--- src/rtl/safety_fault_if.sv ---
// Signal bundle between the safety fault controller and the system controller / monitors.
// The master side drives the alarms, the mask and the clear request. The slave side is the controller.
interface safety_fault_if #(
  parameter int unsigned N_ALARMS = 5
);
  logic [N_ALARMS-1:0] alarm_in;
  logic [N_ALARMS-1:0] alarm_mask_i;
  logic                clr_req_i;
  logic                clr_ack_o;
  logic                fault_alarm_o;
  logic [N_ALARMS-1:0] fault_code_o;
  logic                safe_state_req_o;
  logic [2:0]          state_o;
  logic [1:0]          recov_cnt_o;

  modport master (
    output alarm_in, alarm_mask_i, clr_req_i,
    input  clr_ack_o, fault_alarm_o, fault_code_o, safe_state_req_o, state_o, recov_cnt_o
  );

  modport slave (
    input  alarm_in, alarm_mask_i, clr_req_i,
    output clr_ack_o, fault_alarm_o, fault_code_o, safe_state_req_o, state_o, recov_cnt_o
  );
endinterface

--- src/rtl/safety_fault_controller.sv ---
// Filters the active-low alarm lines for persistence and latches a sticky fault code.
// Escalates unacknowledged faults to a safe-state request and locks out after repeated recoveries.
module safety_fault_controller #(
  parameter int unsigned N_ALARMS       = 5,
  parameter int unsigned PERSIST_CYCLES = 4,
  parameter int unsigned ESC_TIMEOUT    = 1024,
  parameter int unsigned MAX_RECOVERY   = 3
) (
  input  logic          clk,
  input  logic          rst,
  safety_fault_if.slave bus
);
  // Clear handshake: clr_req_i is a level request. It is accepted only in FAULT/SAFE
  // and only in a cycle with no unmasked active alarm. Acceptance is answered by
  // a one-cycle clr_ack_o on the next edge. The state leaves FAULT/SAFE on that same
  // edge, so a request that stays high is acknowledged once per fault episode.

  typedef enum logic [2:0] {
    ST_OK     = 3'd0,
    ST_FILTER = 3'd1,
    ST_FAULT  = 3'd2,
    ST_SAFE   = 3'd3,
    ST_LOCKED = 3'd4
  } state_t;

  localparam logic [7:0]  PCNT_LAST = 8'(PERSIST_CYCLES - 1);
  localparam logic [15:0] TMR_LAST  = 16'(ESC_TIMEOUT - 1);
  localparam logic [1:0]  RECOV_MAX = 2'(MAX_RECOVERY);

  logic [N_ALARMS-1:0] act;
  logic                any_act;

  state_t              state_q, state_d;
  logic [7:0]          pcnt_q, pcnt_d;
  logic [15:0]         tmr_q, tmr_d;
  logic [1:0]          recov_q, recov_d;
  logic [N_ALARMS-1:0] code_q, code_d;
  logic                clr_acc;

  logic                alarm_q, alarm_d;
  logic                safe_q, safe_d;
  logic                ack_q;

  assign act     = ~bus.alarm_in & ~bus.alarm_mask_i;
  assign any_act = |act;

  always_ff @(posedge clk or negedge rst) begin : state_reg
    if (!rst) state_q <= ST_OK;
    else      state_q <= state_d;
  end

  always_comb begin : next_state
    state_d = state_q;
    pcnt_d  = pcnt_q;
    tmr_d   = tmr_q;
    recov_d = recov_q;
    code_d  = code_q;
    clr_acc = 1'b0;
    case (state_q)
      ST_OK: begin
        if (any_act) begin
          state_d = ST_FILTER;
          pcnt_d  = 8'd1;
          code_d  = code_q | act;
        end
      end
      ST_FILTER: begin
        if (!any_act) begin
          // Transient: the alarm did not persist, so forget what it contributed.
          state_d = ST_OK;
          pcnt_d  = '0;
          code_d  = '0;
        end else begin
          code_d = code_q | act;
          if (pcnt_q >= PCNT_LAST) begin
            state_d = ST_FAULT;
            pcnt_d  = '0;
            tmr_d   = '0;
          end else begin
            pcnt_d = pcnt_q + 8'd1;
          end
        end
      end
      ST_FAULT, ST_SAFE: begin
        code_d = code_q | act;
        if (bus.clr_req_i && !any_act) begin
          // An accepted clear takes priority over a timer expiry on the same edge.
          clr_acc = 1'b1;
          tmr_d   = '0;
          if (recov_q == RECOV_MAX) begin
            state_d = ST_LOCKED;
            code_d  = '1;
          end else begin
            state_d = ST_OK;
            recov_d = recov_q + 2'd1;
            code_d  = '0;
          end
        end else if (state_q == ST_FAULT) begin
          if (tmr_q == TMR_LAST) state_d = ST_SAFE;
          else                   tmr_d   = tmr_q + 16'd1;
        end
      end
      ST_LOCKED: code_d = '1;
      default: begin
        state_d = ST_OK;
        pcnt_d  = '0;
        tmr_d   = '0;
        code_d  = '0;
      end
    endcase
  end

  always_comb begin : output_dec
    alarm_d = 1'b1;
    safe_d  = 1'b0;
    case (state_d)
      ST_FAULT:  alarm_d = 1'b0;
      ST_SAFE,
      ST_LOCKED: begin
        alarm_d = 1'b0;
        safe_d  = 1'b1;
      end
      default: ;
    endcase
  end

  always_ff @(posedge clk or negedge rst) begin : data_reg
    if (!rst) begin
      pcnt_q  <= '0;
      tmr_q   <= '0;
      recov_q <= '0;
      code_q  <= '0;
      alarm_q <= 1'b1;
      safe_q  <= 1'b0;
      ack_q   <= 1'b0;
    end else begin
      pcnt_q  <= pcnt_d;
      tmr_q   <= tmr_d;
      recov_q <= recov_d;
      code_q  <= code_d;
      alarm_q <= alarm_d;
      safe_q  <= safe_d;
      ack_q   <= clr_acc;
    end
  end

  assign bus.clr_ack_o        = ack_q;
  assign bus.fault_alarm_o    = alarm_q;
  assign bus.fault_code_o     = code_q;
  assign bus.safe_state_req_o = safe_q;
  assign bus.state_o          = state_q;
  assign bus.recov_cnt_o      = recov_q;
endmodule
--- src/flat_wrapper.sv ---
// flat-port wrapper written by rule: the top's interface ports become plain ports
module safety_fault_controller_flat 
#(
  parameter int unsigned N_ALARMS       = 5,
  parameter int unsigned PERSIST_CYCLES = 4,
  parameter int unsigned ESC_TIMEOUT    = 1024,
  parameter int unsigned MAX_RECOVERY   = 3
)
  (clk, rst, bus_alarm_in, bus_alarm_mask_i, bus_clr_req_i, bus_clr_ack_o, bus_fault_alarm_o, bus_fault_code_o, bus_safe_state_req_o, bus_state_o, bus_recov_cnt_o);
  safety_fault_if #(.N_ALARMS(N_ALARMS)) bus_i ();
  input  logic clk;
  input  logic rst;
  input wire logic [$bits(bus_i.alarm_in)-1:0] bus_alarm_in;
  input wire logic [$bits(bus_i.alarm_mask_i)-1:0] bus_alarm_mask_i;
  input wire logic [$bits(bus_i.clr_req_i)-1:0] bus_clr_req_i;
  output wire logic [$bits(bus_i.clr_ack_o)-1:0] bus_clr_ack_o;
  output wire logic [$bits(bus_i.fault_alarm_o)-1:0] bus_fault_alarm_o;
  output wire logic [$bits(bus_i.fault_code_o)-1:0] bus_fault_code_o;
  output wire logic [$bits(bus_i.safe_state_req_o)-1:0] bus_safe_state_req_o;
  output wire logic [$bits(bus_i.state_o)-1:0] bus_state_o;
  output wire logic [$bits(bus_i.recov_cnt_o)-1:0] bus_recov_cnt_o;
  assign bus_i.alarm_in = bus_alarm_in;
  assign bus_i.alarm_mask_i = bus_alarm_mask_i;
  assign bus_i.clr_req_i = bus_clr_req_i;
  assign bus_clr_ack_o = bus_i.clr_ack_o;
  assign bus_fault_alarm_o = bus_i.fault_alarm_o;
  assign bus_fault_code_o = bus_i.fault_code_o;
  assign bus_safe_state_req_o = bus_i.safe_state_req_o;
  assign bus_state_o = bus_i.state_o;
  assign bus_recov_cnt_o = bus_i.recov_cnt_o;
  safety_fault_controller #(.N_ALARMS(N_ALARMS), .PERSIST_CYCLES(PERSIST_CYCLES), .ESC_TIMEOUT(ESC_TIMEOUT), .MAX_RECOVERY(MAX_RECOVERY)) u_core (.clk(clk), .rst(rst), .bus(bus_i));
endmodule
--- config.mk ---
export PLATFORM = sky130hd
export DESIGN_NAME = safety_fault_controller_flat
export DESIGN_NICKNAME = d
export VERILOG_FILES = /design/src/rtl/safety_fault_if.sv /design/src/rtl/safety_fault_controller.sv /design/src/flat_wrapper.sv
export SDC_FILE = /design/constraint.sdc
export NUM_CORES = 1
export LEC_CHECK = 0
export BUFFER_PORTS_ARGS = -buffer_cell sky130_fd_sc_hd__buf_2
export CAP_MARGIN = 20
export CORE_MARGIN = 2
export CORE_UTILIZATION = 50
export CTS_CLUSTER_SIZE = 24
export DETAILED_ROUTE_END_ITERATION = 12
export PLACE_DENSITY = 0.71
export SLEW_MARGIN = 20
export SYNTH_ARGS = -nofsm -noshare
export SYNTH_HDL_FRONTEND = slang
export SYNTH_SLANG_ARGS = --single-unit
--- constraint.sdc ---
create_clock -name clk -period 5.6 [get_ports clk]
set_input_delay 1.12 -clock clk [delete_from_list [all_inputs] [get_ports clk]]
set_output_delay 1.12 -clock clk [all_outputs]
set_load 0.01 [all_outputs]
# Yosys cells after proc, flatten, opt, wreduce, memory -nomap -nowiden
# Cells that the tools add are included.
# word_totals
input_bits,13
ff_bits,37
# op_classes
add_sub_neg,3
bitwise_logic,7
n_eq_ne,14
n_lt_le_gt_ge,1
muxes,27
n_reduce_logical,12
# op_table
operator,count
$mux 16,5
$pmux 16 s3,1
$mux 8,3
$pmux 8 s3,1
$mux 3,7
$mux 5,4
$pmux 5 s4,1
$add 16x1->16 const B,1
$eq 16x10->1 const B,1
$eq 3x2->1 const B,4
$pmux 3 s4,1
$not 5->5,2
$add 8x1->8 const B,1
$ge 8x2->1 const B,1
$eq 3x3->1 const B,2
$ne 2x1->1 const B,3
$reduce_or 2->1,3
$reduce_or 3->1,2
$and 5x5->5,1
$or 5x5->5,1
$reduce_and 5->1,1
$reduce_or 5->1,1
$mux 1,4
$eq 3x1->1 const B,1
other kinds (10),12

# Depth between registers and ports, before layout
# logic_depth
word_depth,10
ltp_mapped,7
ltp_nobuf,6

# Least setup slack after synthesis
# OpenSTA, ideal clock, no wires.
# synth_path
path_type,input to register
from,in bus_alarm_mask_i[0]
to,"reg u_core.recov_q[1], in the netlist u_core.bus.recov_cnt_o[1]"
stages,5
path_buffers,0
setup_time_ps,125
required_time_ps,5475
slack_ps,3229
arrival_ps,2246
path_cell_list,o22ai_1 > nor3_1 > and3_1 > nor2b_1 > mux2_2
# synth_via
elab_chain_len,6
# synth_lines
element,line,text
"start, declared",flat_wrapper.sv:14,input wire logic [$bits(bus_i.alarm_mask_i)-1:0] bus_alarm_mask_i;
$not 5->5,safety_fault_controller.sv:44,assign act = ~bus.alarm_in & ~bus.alarm_mask_i;
$and 5x5->5,safety_fault_controller.sv:44,
$reduce_or 5->1,safety_fault_controller.sv:45,assign any_act = |act;
$logic_not 1->1,-,
$logic_and 1x1->1,safety_fault_controller.sv:86,if (bus.clr_req_i && !any_act) begin
$reduce_and 3->1 (no line),-,
"end signal, assigned",safety_fault_controller.sv:139,recov_q <= recov_d;
"end, declared",safety_fault_controller.sv:36,"logic [1:0] recov_q, recov_d;"
# Every way passes these cells.
# A chain may end at the register's enable or synchronous reset.

# Final worst setup path
# layout_path
from,in bus_alarm_mask_i[0]
to,reg u_core.tmr_q[14]
# layout_via
elab_chain_len,7
# layout_lines
element,line,text
$not 5->5 (*),safety_fault_controller.sv:44,
$and 5x5->5 (*),safety_fault_controller.sv:44,
$reduce_or 5->1 (*),safety_fault_controller.sv:45,
$logic_not 1->1,-,
$logic_and 1x1->1,safety_fault_controller.sv:86,
"$ne 3x1->1 (no line), or another cell as far along",-,
$reduce_and 5->1 (no line) / $pmux 16 s3 (equally long branches),-,
"end signal, assigned",safety_fault_controller.sv:138,tmr_q <= tmr_d;
"end, declared",safety_fault_controller.sv:35,"logic [15:0] tmr_q, tmr_d;"
# Mark *: on every way between the ends. The rest lies on a longest branch, timed or not.

==> metrics.md <==
| Metric | Value |
|---|---|
| Final hold vios | 0 |
| Pre-antenna DRT Iters | 4 |
| Reg-to-Reg End | u_core.tmr_q[14]$_DFFE_PN0P_ |
| FFs w/ async S/R, synth | between 90% and 100% |
| Root buffer cell | clkbuf_8 |
| DR iter-0 viols | 89 |
| Per-cell routed wire length | 15.2 um |
| Critical path type | in -> reg |
| Number of cell rows | 22 |
| Chip width | 66.7 um |
| Mapped Cells | 204 |
| FF-to-FF path depth | 6 |
| Crit path DAT | 2.65 ns |
| First-pass GRT wire length | 7560 um |
| Top FF cell, synth | dfrtp_1 |
| # resized after CTS | 0 |
| P_leak | 1.02 nW |
| Post-DP HPWL | around 3000 um |
| Starting density of the core | between 50% and 60% |
| Status | finished, final reports clean |
| Fmax | 0.407 GHz |
| RSZ-0062 raised after global routing | no |
| Storage cell area | approximately 900 sq um |
| Post-CTS Setup Repair Bufs | 0 |
| WL final | 4270 um |
| R2r setup slk | 3.61 ns |
| Worst Setup Start Kind | input pin |
| Via/cell ratio | 5.98 |
| Setup Skew | 0.00751 ns |
| Hold endpoint | u_core.pcnt_q[6]$_DFFE_PN0P_ |
| Fin cells | between 200 and 300 |
| Fin nets | 248 |
| Tightest Hold Check Type | reg -> reg |
| Maximum vdd drop | 250 uV |
| Cell area after layout | ~2300 sq um |
| Synth area leaders | dfrtp_1 46%, o21ai_0 4.1%, nor2_1 3.6% |
| Crit. End Element | flop |
| Final Cycle Share | 43.9% |
| CP Max Fanout | 12 |
| Mapped Area | 1970 sq um |
| WP data required | 5.80 ns |
| Num CTS Buffers | 5 |
| Placed insts | 273 |
| Fill cell count | 352 |
| Routed Antenna Nets | 0 |
| CTS tree | yes |
| Pin slew with the least headroom to its limit | 0.819 ns |
| Number of global-route vias before repair | roughly 1.7k |
| Commonest non-fill, non-tap cells in the layout | 36 x dfrtp_1, 25 x buf_2, 19 x nor2_1 |
| Hold path startpoint | u_core.pcnt_q[6]$_DFFE_PN0P_ |
| DRC violations left | 0 |
| EDFF count, synth | 0 |
| Most common cell after layout, fill and taps aside | dfrtp_1 |
| Tmin final | around 2.5 ns |
| Final Setup Violations | 0 |
| Layout cell share with drive strength beyond 1 | 21.5% |
| Total Routing Usage GR | 22.7% |
| Hold path depth | 1 |
| Yosys warns | 0 |
| # clock sinks | 37 |
| Max Slew Vio Count | 0 |
| Pwr Density | 422 nW/um^2 |
| Register bit count reported by yosys | 37 |
| Vias | 1681 |
| Die Y | 66.7 um |
| TNS Setup | 0 ns |
| Yosys top cell area share | roughly 46% |
| Number of H-tree levels | 2 |
| Seq/Total Area, Yosys | 47.2% |
| Antenna cells | 0 |
| Slew HR | 45.4% |
| Largest net degree at the start of global routing | 38 |
| Initial antenna violation count | 0 |
| Port Buf Inserts | 25 |
| Area after DPL | 2130 sq um |
| Multi-input logic area | 982 sq um |
| RD Place Congestion | 0.783 |
| Max_cap viols | 0 |
| CORE AREA | roughly 3700 sq um |
| Io pins | 26 |
| Layout area overhead | 14.6% |
| Cell type with the largest total area after synthesis | dfrtp_1 |
| Synth Area per Inst | 9.64 sq um |
| Net count after synthesis | between 200 and 250 |
| Clk pin slew, worst setup/hold paths | 0.07 ns |
| GRT overflow | 0 |
| Maximum clock insertion buffer count | 2 |
| Hold_buf cts | 0 |
| Skew-Pair Late Insertion Delay | 0.29 ns |
| Unique cell type count in the Yosys netlist | 54 |
| Die ar. | between 4000 and 5000 sq um |
| Reg2reg start | u_core.pcnt_q[0]$_DFFE_PN0P_ |
## metrics by stage
step	total power [W]	util [%]	hold slack, ns	setup WS (ns)
global route	0.00101	60.6	0.500	2.99
floorplan	0.000606	-	0.455	3.23
detailed placement	0.000703	57.2	0.477	2.53
global placement	0.000698	57.2	0.472	2.57
finish	0.000950	60.6	0.493	3.14
CTS	0.000948	60.4	0.496	2.82
## power by group
group / internal (W) / switching [W]
Clock: 0.000145 / 0.0000988
Combinational: 0.000127 / 0.000188
Sequential: 0.000327 / 0.0000645
Total: 0.000599 / 0.000352
## cells in the mapped netlist, drive strengths merged, types with 2 or more instances
cell type,number
nand2,11
nor2b,5
nor2,19
dfrtp,36
a32o,2
o31ai,2
nor3,6
a31oi,6
nand2b,2
a41oi,4
or2,2
o22ai,3
or2b,2
nand3,8
a31o,3
o21ai,18
and3,4
ha,3
a211oi,2
inv,8
nand4,4
nor4,4
a21oi,12
o211ai,2
a211o,4
buf,4
a21o,2
or3,4
o211a,2
and2,4
or3b,2
## registers in the layout (all words and copies together) (netlist names)
signal,cells
u_core.bus.safe_state_req_o,1
u_core.tmr_q,16
u_core.bus.clr_ack_o,1
u_core.pcnt_q,8
u_core.bus.fault_alarm_o,1
u_core.bus.fault_code_o,5
u_core.bus.recov_cnt_o,2
u_core.bus.state_o,3
## worst max-delay path: stages
cell and delay, ns:
buf_2 0.10, o22ai_1 0.12, or3_1 0.43, a31oi_2 0.59
o21ai_0 0.19, o31ai_1 0.10
## worst max-delay path by stage
stage | endpoint | cells after the start | startpoint | slack [ns]
3_5_place_dp | u_core.tmr_q[14]$_DFFE_PN0P_ | 6 | bus_alarm_mask_i[0] | 2.53
6_report | u_core.tmr_q[14]$_DFFE_PN0P_ | 6 | bus_alarm_mask_i[0] | 3.14
3_3_place_gp | u_core.tmr_q[12]$_DFFE_PN0P_ | 6 | bus_alarm_mask_i[0] | 2.57
2_1_floorplan | u_core.bus.recov_cnt_o[1]$_DFFE_PN0P_ | 5 | bus_alarm_mask_i[0] | 3.23
4_1_cts | u_core.tmr_q[14]$_DFFE_PN0P_ | 6 | bus_alarm_mask_i[0] | 2.82
5_1_grt | u_core.tmr_q[12]$_DFFE_PN0P_ | 6 | bus_alarm_mask_i[0] | 2.99
## metal layers
layer,share of wire [%],up-vias,GRT usage (%)
met5,0,-,0
met4,1.2,0,8.67
met3,4.3,6,5.57
met2,43,40,33.0
met1,51,800,32.6
li1,-,835,-
## layout make-up
| class | instances | area share [%] |
|---|---|---|
| clock inverter | 2 | 1.67 |
| inverter | 8 | 1.33 |
| clock buffer | 6 | 3.67 |
| timing repair buffer | 26 | 5.89 |
| multi-input combinational | 154 | 43.6 |
| sequential | 37 | 41.2 |
| tap | 48 | 2.67 |
## kinds of logic (layout without fill, tap and decap cells)
family / count (synthesis) / in the layout / share of synthesized area [%]
buffers and inverters: 13 / 42 / 3.18
flip-flops: 37 / 37 / 47.2
XOR/XNOR: 1 / 1 / 0.446
AND/OR/NAND/NOR: 80 / 80 / 22.5
adder cells (fa/ha/maj): 3 / 3 / 1.91
multiplexers: 2 / 2 / 1.08
AO/OA/AOI/OAI: 68 / 68 / 23.7
Power figures use the tool's default switching activity.
